[config.mk]
export PLATFORM = sky130hd
export DESIGN_NAME = bcd_to_bin_seq
export DESIGN_NICKNAME = d
export VERILOG_FILES = /design/src/rtl/bcd_to_bin_seq.sv
export SDC_FILE = /design/constraint.sdc
export NUM_CORES = 1
export LEC_CHECK = 0
export ABC_AREA = 1
export BUFFER_PORTS_ARGS = -buffer_cell sky130_fd_sc_hd__buf_2
export CELL_PAD_IN_SITES_DETAIL_PLACEMENT = 0
export CELL_PAD_IN_SITES_GLOBAL_PLACEMENT = 1
export CORE_UTILIZATION = 38
export CTS_CLUSTER_DIAMETER = 60
export CTS_CLUSTER_SIZE = 20
export DETAILED_ROUTE_END_ITERATION = 16
export GPL_ROUTABILITY_DRIVEN = 0
export PLACE_DENSITY_LB_ADDON = 0.1
export SLEW_MARGIN = 10
export SYNTH_ARGS = -nofsm -noshare
export SYNTH_HDL_FRONTEND = slang
export SYNTH_SLANG_ARGS = --single-unit
[constraint.sdc]
create_clock -name clk -period 1.7 [get_ports clk]
set_input_delay 0.17 -clock clk [delete_from_list [all_inputs] [get_ports clk]]
set_output_delay 0.17 -clock clk [all_outputs]
set_load 0.02 [all_outputs]
[src/rtl/bcd_to_bin_seq.sv]
// Sequential BCD-to-binary decoder: one digit per cycle, MSD first, Horner accumulation.
// Optional per-digit range check enabled by defining BCD_DIGIT_CHECK_EN.
module bcd_to_bin_seq #(
  parameter int unsigned DIGITS = 3,
  parameter int unsigned BIN_W  = 10
) (
  input  logic                clk,
  input  logic                reset,
  input  logic                start,
  input  logic [4*DIGITS-1:0] bcd_in,
  output logic                busy,
  output logic                done,
  output logic [BIN_W-1:0]    bin_out,
  output logic                err
);

  localparam int unsigned CntW = (DIGITS > 1) ? $clog2(DIGITS) : 1;

  typedef enum logic {StIdle, StConv} state_t;

  state_t              state;
  logic [4*DIGITS-1:0] shreg;
  logic [BIN_W-1:0]    acc;
  logic [BIN_W-1:0]    acc_nxt;
  logic [CntW-1:0]     cnt;
  logic [3:0]          nib;
  logic                last;

  // acc*10 as shift-add, wrapping modulo 2^BIN_W
  always_comb begin
    nib     = shreg[4*DIGITS-1 -: 4];
    acc_nxt = (acc << 3) + (acc << 1) + BIN_W'(nib);
    last    = (cnt == CntW'(DIGITS - 1));
  end

`ifdef BCD_DIGIT_CHECK_EN
  logic flag;
  logic bad;
  assign bad = (nib > 4'd9);
`else
  assign err = 1'b0;
`endif

  always_ff @(posedge clk or posedge reset) begin
    if (reset) begin
      state   <= StIdle;
      shreg   <= '0;
      acc     <= '0;
      cnt     <= '0;
      busy    <= 1'b0;
      done    <= 1'b0;
      bin_out <= '0;
`ifdef BCD_DIGIT_CHECK_EN
      flag    <= 1'b0;
      err     <= 1'b0;
`endif
    end else begin
      done <= 1'b0;
      unique case (state)
        StIdle: begin
          if (start) begin
            shreg <= bcd_in;
            acc   <= '0;
            cnt   <= '0;
            busy  <= 1'b1;
            state <= StConv;
`ifdef BCD_DIGIT_CHECK_EN
            flag  <= 1'b0;
`endif
          end
        end
        StConv: begin
          acc   <= acc_nxt;
          shreg <= shreg << 4;
          cnt   <= cnt + CntW'(1);
`ifdef BCD_DIGIT_CHECK_EN
          flag  <= flag | bad;
`endif
          if (last) begin
            bin_out <= acc_nxt;
            done    <= 1'b1;
            busy    <= 1'b0;
            state   <= StIdle;
`ifdef BCD_DIGIT_CHECK_EN
            err     <= flag | bad;
`endif
          end
        end
        default: state <= StIdle;
      endcase
    end
  end

endmodule

==> results.json, run 1 <==
{
  "status": "complete, but fails checks",
  "violations": "setup timing",
  "path_max_fanout": 3,
  "grt_pass1_wl_mm": 6.69,
  "swShare": 0.433,
  "grt_max_degree": 37,
  "drtPass1Iterations": 4,
  "seqPwrFrac": 0.299,
  "internal_power_mw": 2.76,
  "clk_pin_slew_ns": 0.08,
  "cp_slowest_stage_delay_ns": 0.54,
  "worstPathRequired_ns": 1.93,
  "worstSetupPathType": "flip-flop to flip-flop",
  "p_per_area_nw_per_um2": 2040,
  "die_w_microns": 73.0,
  "synth_simple_gate_area_frac": 0.238,
  "period_minus_slack_ns": 1.93,
  "cts_sinks": 36,
  "root_buffer": "clkbuf_8",
  "leakagePower_nw": 1.29,
  "die-area_sq_um": 5330,
  "grt_pass1_vias": 1429,
  "utilization": 0.498,
  "grt.total_usage": 0.170,
  "antenna_found_initial": 0,
  "ctsLongestPathBuffers": 2,
  "hpwl_mm": 2.91,
  "via_per_inst": 4.60,
  "synth_area_leader_cell": "dfrtp_1",
  "ir_drop_v": 0.000732,
  "synth.area.top_cells": "dfrtp_1, nand2_1, ha_1",
  "drive_above_1_share": 0.287,
  "fin_ws_ns": -0.226,
  "drc_errors": 0,
  "synth_area_per_cell_sq_um": 8.74,
  "drt_iter0_drc": 43,
  "yosys.cell_types.count": 26,
  "ant_nets": 0,
  "synth_xor_xnor_area_share": 0.00915,
  "syn-instance-count": 219,
  "antennaDiodeCount": 0,
  "overflow": 0,
  "insertion_delay_ns": 0.29,
  "tightest_slew_ns": 0.532,
  "synth_top_area_frac": 0.471,
  "numPortBuffers": 26,
  "ys_seq_area_frac": 0.471,
  "cts_buffers": 5,
  "power.switching_mw": 2.11,
  "core_region_area_sq_um": 4790,
  "routed_wl_mm": 3.93,
  "die-height_microns": 73.0,
  "critical_path.cell_chain": "inv_2 > fa_1 > inv_2 > fa_2 > a21oi_2 > xnor2_1 > nand2_1 > nand2_1",
  "rsz0062_at_grt": "yes",
  "synthToLayoutAreaGrowth_pct": 24.4,
  "dr_total_vias": 1527,
  "avgRoutedWirePerCell_microns": 11.8,
  "start_kind": "flip-flop",
  "synth_top_family_by_area": "simple AND/OR/NAND/NOR gates",
  "critical_path.endpoint_type": "flip-flop",
  "boundaryPins": 28,
  "yosys.area_share.adder": 0.119,
  "synth_mux_area_frac": 0,
  "max_freq_mhz": 519,
  "synth_seq_cells": 36,
  "max_slew_margin": 0.645,
  "start_util": 0.400,
  "hold_viol_final": 0,
  "clockPowerShare": 0.118,
  "combPwrFrac": 0.583,
  "hold_class": "input pin to flip-flop",
  "critPathSlowestCell": "fa_1",
  "drv_cap": 0,
  "syn_nets": 251,
  "row_count": 25,
  "yosysWarningCount": 0,
  "drv_slew": 0,
  "netlist_area_sq_um": 1910,
  "cp.arrival_ns": 2.16,
  "cts_max_level": 2,
  "cts_tree": "built",
  "fin_crit_sh": 1.13,
  "synth_compound_area_frac": 0.0706,
  "fin_nets": 297,
  "fin_skew_ns": 0.0101,
  "totalPowerFinal_mw": 4.86,
  "rrSetupSlack_ns": -0.23,
  "setup-violations-final": 13
}
[synthesized netlist by cell type, drive strengths merged]
library cell,number
a21oi,3
a22o,4
buf,7
conb,1
dfrtp,36
fa,2
ha,15
inv,29
nand2,78
nand3,19
nand3b,1
nand4,1
nor2,6
o211ai,2
o21ai,10
o22ai,2
or2,1
xnor2,2
[cell usage in the layout, fill, tap and decap left out, types with 2 or more instances in the layout]
cell,count
a22o_1,4
nand3_1,16
o21ai_0,5
nand3_4,2
a21oi_2,2
buf_4,19
nand2_2,5
o21ai_1,3
xnor2_1,2
clkbuf_8,5
ha_1,12
nor2_4,2
nor2_1,4
ha_4,3
dfrtp_1,36
inv_2,6
buf_2,26
inv_1,23
nand2_1,72
o21ai_2,2
o211ai_1,2
o22ai_1,2
[logic make-up (layout without fill, tap and decap cells)]
| logic type | after synthesis | in the layout |
|---|---|---|
| AO/OA/AOI/OAI | 21 | 21 |
| AND/OR/NAND/NOR | 106 | 106 |
| buffers and inverters | 36 | 82 |
| other | 1 | 1 |
| XOR/XNOR | 2 | 2 |
| flip-flops | 36 | 36 |
| adder cells (fa/ha/maj) | 17 | 17 |
[per-stage QoR]
stage / std cells / hold WS (ns) / area, sq um / setup TNS (ns) / setup slack (ns)
after floorplan: 219 / 0.290 / 1930 / -0.677 / -0.0900
after global placement: 323 / 0.306 / 2220 / -1.74 / -0.183
after detailed placement: 323 / 0.306 / 2220 / -2.08 / -0.208
after CTS: 332 / 0.0759 / 2340 / -2.06 / -0.227
after global routing: 332 / 0.0828 / 2380 / -3.00 / -0.317
final: 332 / 0.0850 / 2380 / -1.93 / -0.226
[cell type report]
type / count / area [sq um]
fillers: 486 / 2400
multi-input cells: 147 / 927
flip-flops and latches: 36 / 901
repair buffers: 46 / 283
inverters: 29 / 109
well taps: 67 / 83.8
clock buffers: 6 / 72.6
clock inverters: 1 / 5.00
[path summary, 6_finish.rpt]
kind | from | to | cells past startpoint
worst min-delay path | bcd_in[6] | shreg[6]$_DFFE_PP0P_ | 3
worst min register to register | bin_out[7]$_DFFE_PP0P_ | bin_out[7]$_DFFE_PP0P_ | 2
max in group asynchronous | reset | acc[6]$_DFFE_PP0P_ | 4
worst max register to register | acc[2]$_DFFE_PP0P_ | bin_out[6]$_DFFE_PP0P_ | 8
worst max-delay path | acc[2]$_DFFE_PP0P_ | bin_out[6]$_DFFE_PP0P_ | 8
min in group asynchronous | reset | shreg[6]$_DFFE_PP0P_ | 4
[state kept, by name, summed over array words and instances, names as in the netlist]
name     count
shreg       12
bin_out     10
acc          9
cnt          2
busy         1
done         1
state        1
[worst max-delay path, delay by kind of cell, from the launching register on]
family                   cells  cell delay (ns)
AO/OA/AOI/OAI                1             0.14
XOR/XNOR                     1             0.15
adder cells (fa/ha/maj)      2             0.92
buffers and inverters        2             0.11
flip-flops                   1             0.37
AND/OR/NAND/NOR              2             0.18
[layer usage]
layer,track usage,vias up,part of all wire
li1,-,789,-
met1,0.214,715,0.47
met2,0.283,20,0.49
met3,0.0456,3,0.031
met4,0.0588,0,0.0092
met5,0,-,0
[timing repair]
item | in CTS | in global routing
hold buffers | 1 | 0
setup buffers | 1 | 0
pin swaps | 6 | 8
hold endpoints to repair | 29 | 0
endpoints found under the setup margin | 13 | 13
resized for setup | 5 | 9
cloned | 0 | 0
[power groups by stage]
stage                     clock, mW  combinational [mW]  sequential [mW]
final                         0.576                2.83             1.45
after global routing          0.634                3.24             1.50
after CTS                     0.602                2.77             1.46
after detailed placement          0                2.61             1.48
after global placement            0                2.60             1.47
after floorplan                   0                1.69             1.55
No activity file was read; power rests on OpenSTA's default activity.
==> run 2, diff against run 1 <==
--- a/config.mk
+++ b/config.mk
@@ -7,9 +7,10 @@
 export LEC_CHECK = 0
 export ABC_AREA = 1
 export BUFFER_PORTS_ARGS = -buffer_cell sky130_fd_sc_hd__buf_2
+export CAP_MARGIN = 20
 export CELL_PAD_IN_SITES_DETAIL_PLACEMENT = 0
 export CELL_PAD_IN_SITES_GLOBAL_PLACEMENT = 1
-export CORE_UTILIZATION = 38
+export CORE_UTILIZATION = 42
 export CTS_CLUSTER_DIAMETER = 60
 export CTS_CLUSTER_SIZE = 20
 export DETAILED_ROUTE_END_ITERATION = 16
@@ -19,3 +20,4 @@
 export SYNTH_ARGS = -nofsm -noshare
 export SYNTH_HDL_FRONTEND = slang
 export SYNTH_SLANG_ARGS = --single-unit
+export TNS_END_PERCENT = 10
==> constraint.sdc (replaced) <==
create_clock -name clk -period 1.86 [get_ports clk]
set_input_delay 0.186 -clock clk [delete_from_list [all_inputs] [get_ports clk]]
set_output_delay 0.186 -clock clk [all_outputs]
set_load 0.02 [all_outputs]
==> results.json, run 2 (same netlist as run 1, synthesis figures left out) <==
{
  "status": "complete, but fails checks",
  "violations": "hold timing, setup timing",
  "cp_slowest_stage_delay_ns": 0.54,
  "numPortBuffers": 26,
  "ctsLongestPathBuffers": 2,
  "insertion_delay_ns": 0.28,
  "top_layer": "met4",
  "worstPathRequired_ns": 2.08,
  "drive_above_1_share": 0.275,
  "grt.total_usage": 0.187,
  "fin_crit_sh": 1.04,
  "fin_setup_tns_ns": -0.304,
  "drc_errors": 0,
  "boundaryPins": 28,
  "drt_iter0_drc": 51,
  "start_util": 0.440,
  "holdWs_ns": -0.00509,
  "rsz0062_at_grt": "yes",
  "met1Wirelength_mm": 1.78,
  "start_kind": "flip-flop",
  "layout_common_cells": "nand2_1, dfrtp_1, buf_2",
  "grt_pass1_wl_mm": 7.06,
  "dr_total_vias": 1481,
  "ant_nets": 0,
  "largest_reg_flops": 12,
  "ff2ff_path_depth": 8,
  "final_common_cell": "nand2_1",
  "die-area_sq_um": 4830,
  "die-height_microns": 69.5,
  "grt_max_degree": 37,
  "drv_slew": 0,
  "fin_ws_ns": -0.0776,
  "drtPass1Iterations": 4,
  "dr_wl_met3_microns": 126,
  "cts_tree": "built",
  "fin_skew_ns": 0.00616,
  "root_buffer": "clkbuf_8",
  "hold_class": "input pin to asynchronous set/reset pin",
  "hpwl_mm": 2.83,
  "max_freq_mhz": 516,
  "period_minus_slack_ns": 1.94,
  "hold_viol_final": 3,
  "cts_sinks": 36,
  "via_per_inst": 4.78,
  "largest-register": "shreg",
  "worstSetupPathType": "flip-flop to flip-flop",
  "fin_nets": 290,
  "ir_drop_v": 0.000727,
  "reg_top3": "shreg (12), bin_out (10), acc (9)",
  "cts_buffers": 5,
  "routed_wl_mm": 3.79,
  "clk_pin_slew_ns": 0.07,
  "p_per_area_nw_per_um2": 1850,
  "critPathSlowestCell": "fa_1",
  "setup-violations-final": 6,
  "avgRoutedWirePerCell_microns": 12.2,
  "cts_max_level": 2,
  "synthToLayoutAreaGrowth_pct": 20.1,
  "row_count": 24,
  "overflow": 0,
  "r2r-end": "acc[6]$_DFFE_PP0P_",
  "dr_wl_met2_mm": 1.82,
  "antenna_found_initial": 0,
  "critical_path.cell_chain": "inv_2 > fa_1 > inv_2 > fa_2 > a21oi_2 > xnor2_2 > nand2_1 > nand2_1",
  "antennaDiodeCount": 0,
  "path_max_fanout": 3,
  "grt_pass1_vias": 1530,
  "core_region_area_sq_um": 4350,
  "cp.arrival_ns": 2.16,
  "drv_cap": 0,
  "r2r_start": "shreg[11]$_DFFE_PP0P_",
  "die_w_microns": 69.5,
  "leakagePower_nw": 1.25,
  "critical_path.endpoint_type": "flip-flop",
  "place_ws_ns": -0.0988,
  "rrSetupSlack_ns": -0.08
}
[run 2: cell types whose count changed in the layout (fill, tap and decap cells not counted), sizes merged]
cell | before | now
buf | 45 | 39
dlygate4sd3 | 1 | 0
[run 2: critical path, delay by kind of cell, from the launching register on]
kind                       cells  cell delay (ns)
AOI/OAI and AO/OA              1             0.19
xor gates and xnor gates       1             0.14
adders and majority gates      2             0.97
buffers and inverters          2             0.10
DFF                            1             0.34
and+or+nand+nor                2             0.12
[run 2: layout make-up]
type,count,area (sq um)
Clock buffer,6,72.6
Tap cell,52,65.1
Inverter,29,109
Fill cell,440,2050
Clock inverter,1,5.00
Multi-Input combinational cell,147,920
Timing Repair Buffer,39,228
Sequential cell,36,901
[run 2: power by group]
| part | total (mW) | internal, mW | switching, mW |
|---|---|---|---|
| sequential | 1.32 | 1.11 | 0.208 |
| combinational | 2.42 | 0.987 | 1.43 |
| clock | 0.511 | 0.254 | 0.257 |
[run 2: timing repair]
action | 4_1_cts | 5_1_grt
hold buffers | 0 | 0
gates resized for setup | 8 | 11
pin swaps | 9 | 12
setup endpoints to repair | 11 | 13
endpoints found under the hold margin | 0 | 0
buffers inserted | 2 | 2
[run 2: worst max path at each step]
| stage | startpoint | endpoint | slack, ns | cells after the start |
|---|---|---|---|---|
| 2_1_floorplan | shreg[11]$_DFFE_PP0P_ | acc[5]$_DFFE_PP0P_ | 0.01 | 9 |
| 3_3_place_gp | acc[2]$_DFFE_PP0P_ | bin_out[5]$_DFFE_PP0P_ | -0.07 | 9 |
| 3_5_place_dp | shreg[11]$_DFFE_PP0P_ | bin_out[5]$_DFFE_PP0P_ | -0.1 | 9 |
| 4_1_cts | acc[2]$_DFFE_PP0P_ | acc[6]$_DFFE_PP0P_ | -0.05 | 8 |
| 5_1_grt | acc[0]$_DFFE_PP0P_ | acc[8]$_DFFE_PP0P_ | -0.17 | 8 |
| 6_report | shreg[11]$_DFFE_PP0P_ | acc[6]$_DFFE_PP0P_ | -0.08 | 8 |
[run 2: routing by layer]
layer  global-route usage  up-vias
met5                    0        -
met4               0.0680        0
met3               0.0392        6
met2                0.303       21
met1                0.247      685
li1                     -      769
[run 2: through the flow]
step	hold slack [ns]	power, mW	instances	util	instance area [sq um]
6_report	-0.00509	4.26	310	0.528	2300
5_1_grt	0.0506	4.73	310	0.528	2300
4_1_cts	0.0109	4.16	308	0.517	2250
3_5_place_dp	0.319	3.48	299	0.486	2110
3_3_place_gp	0.319	3.44	299	0.486	2110
2_1_floorplan	0.306	2.91	219	-	1920
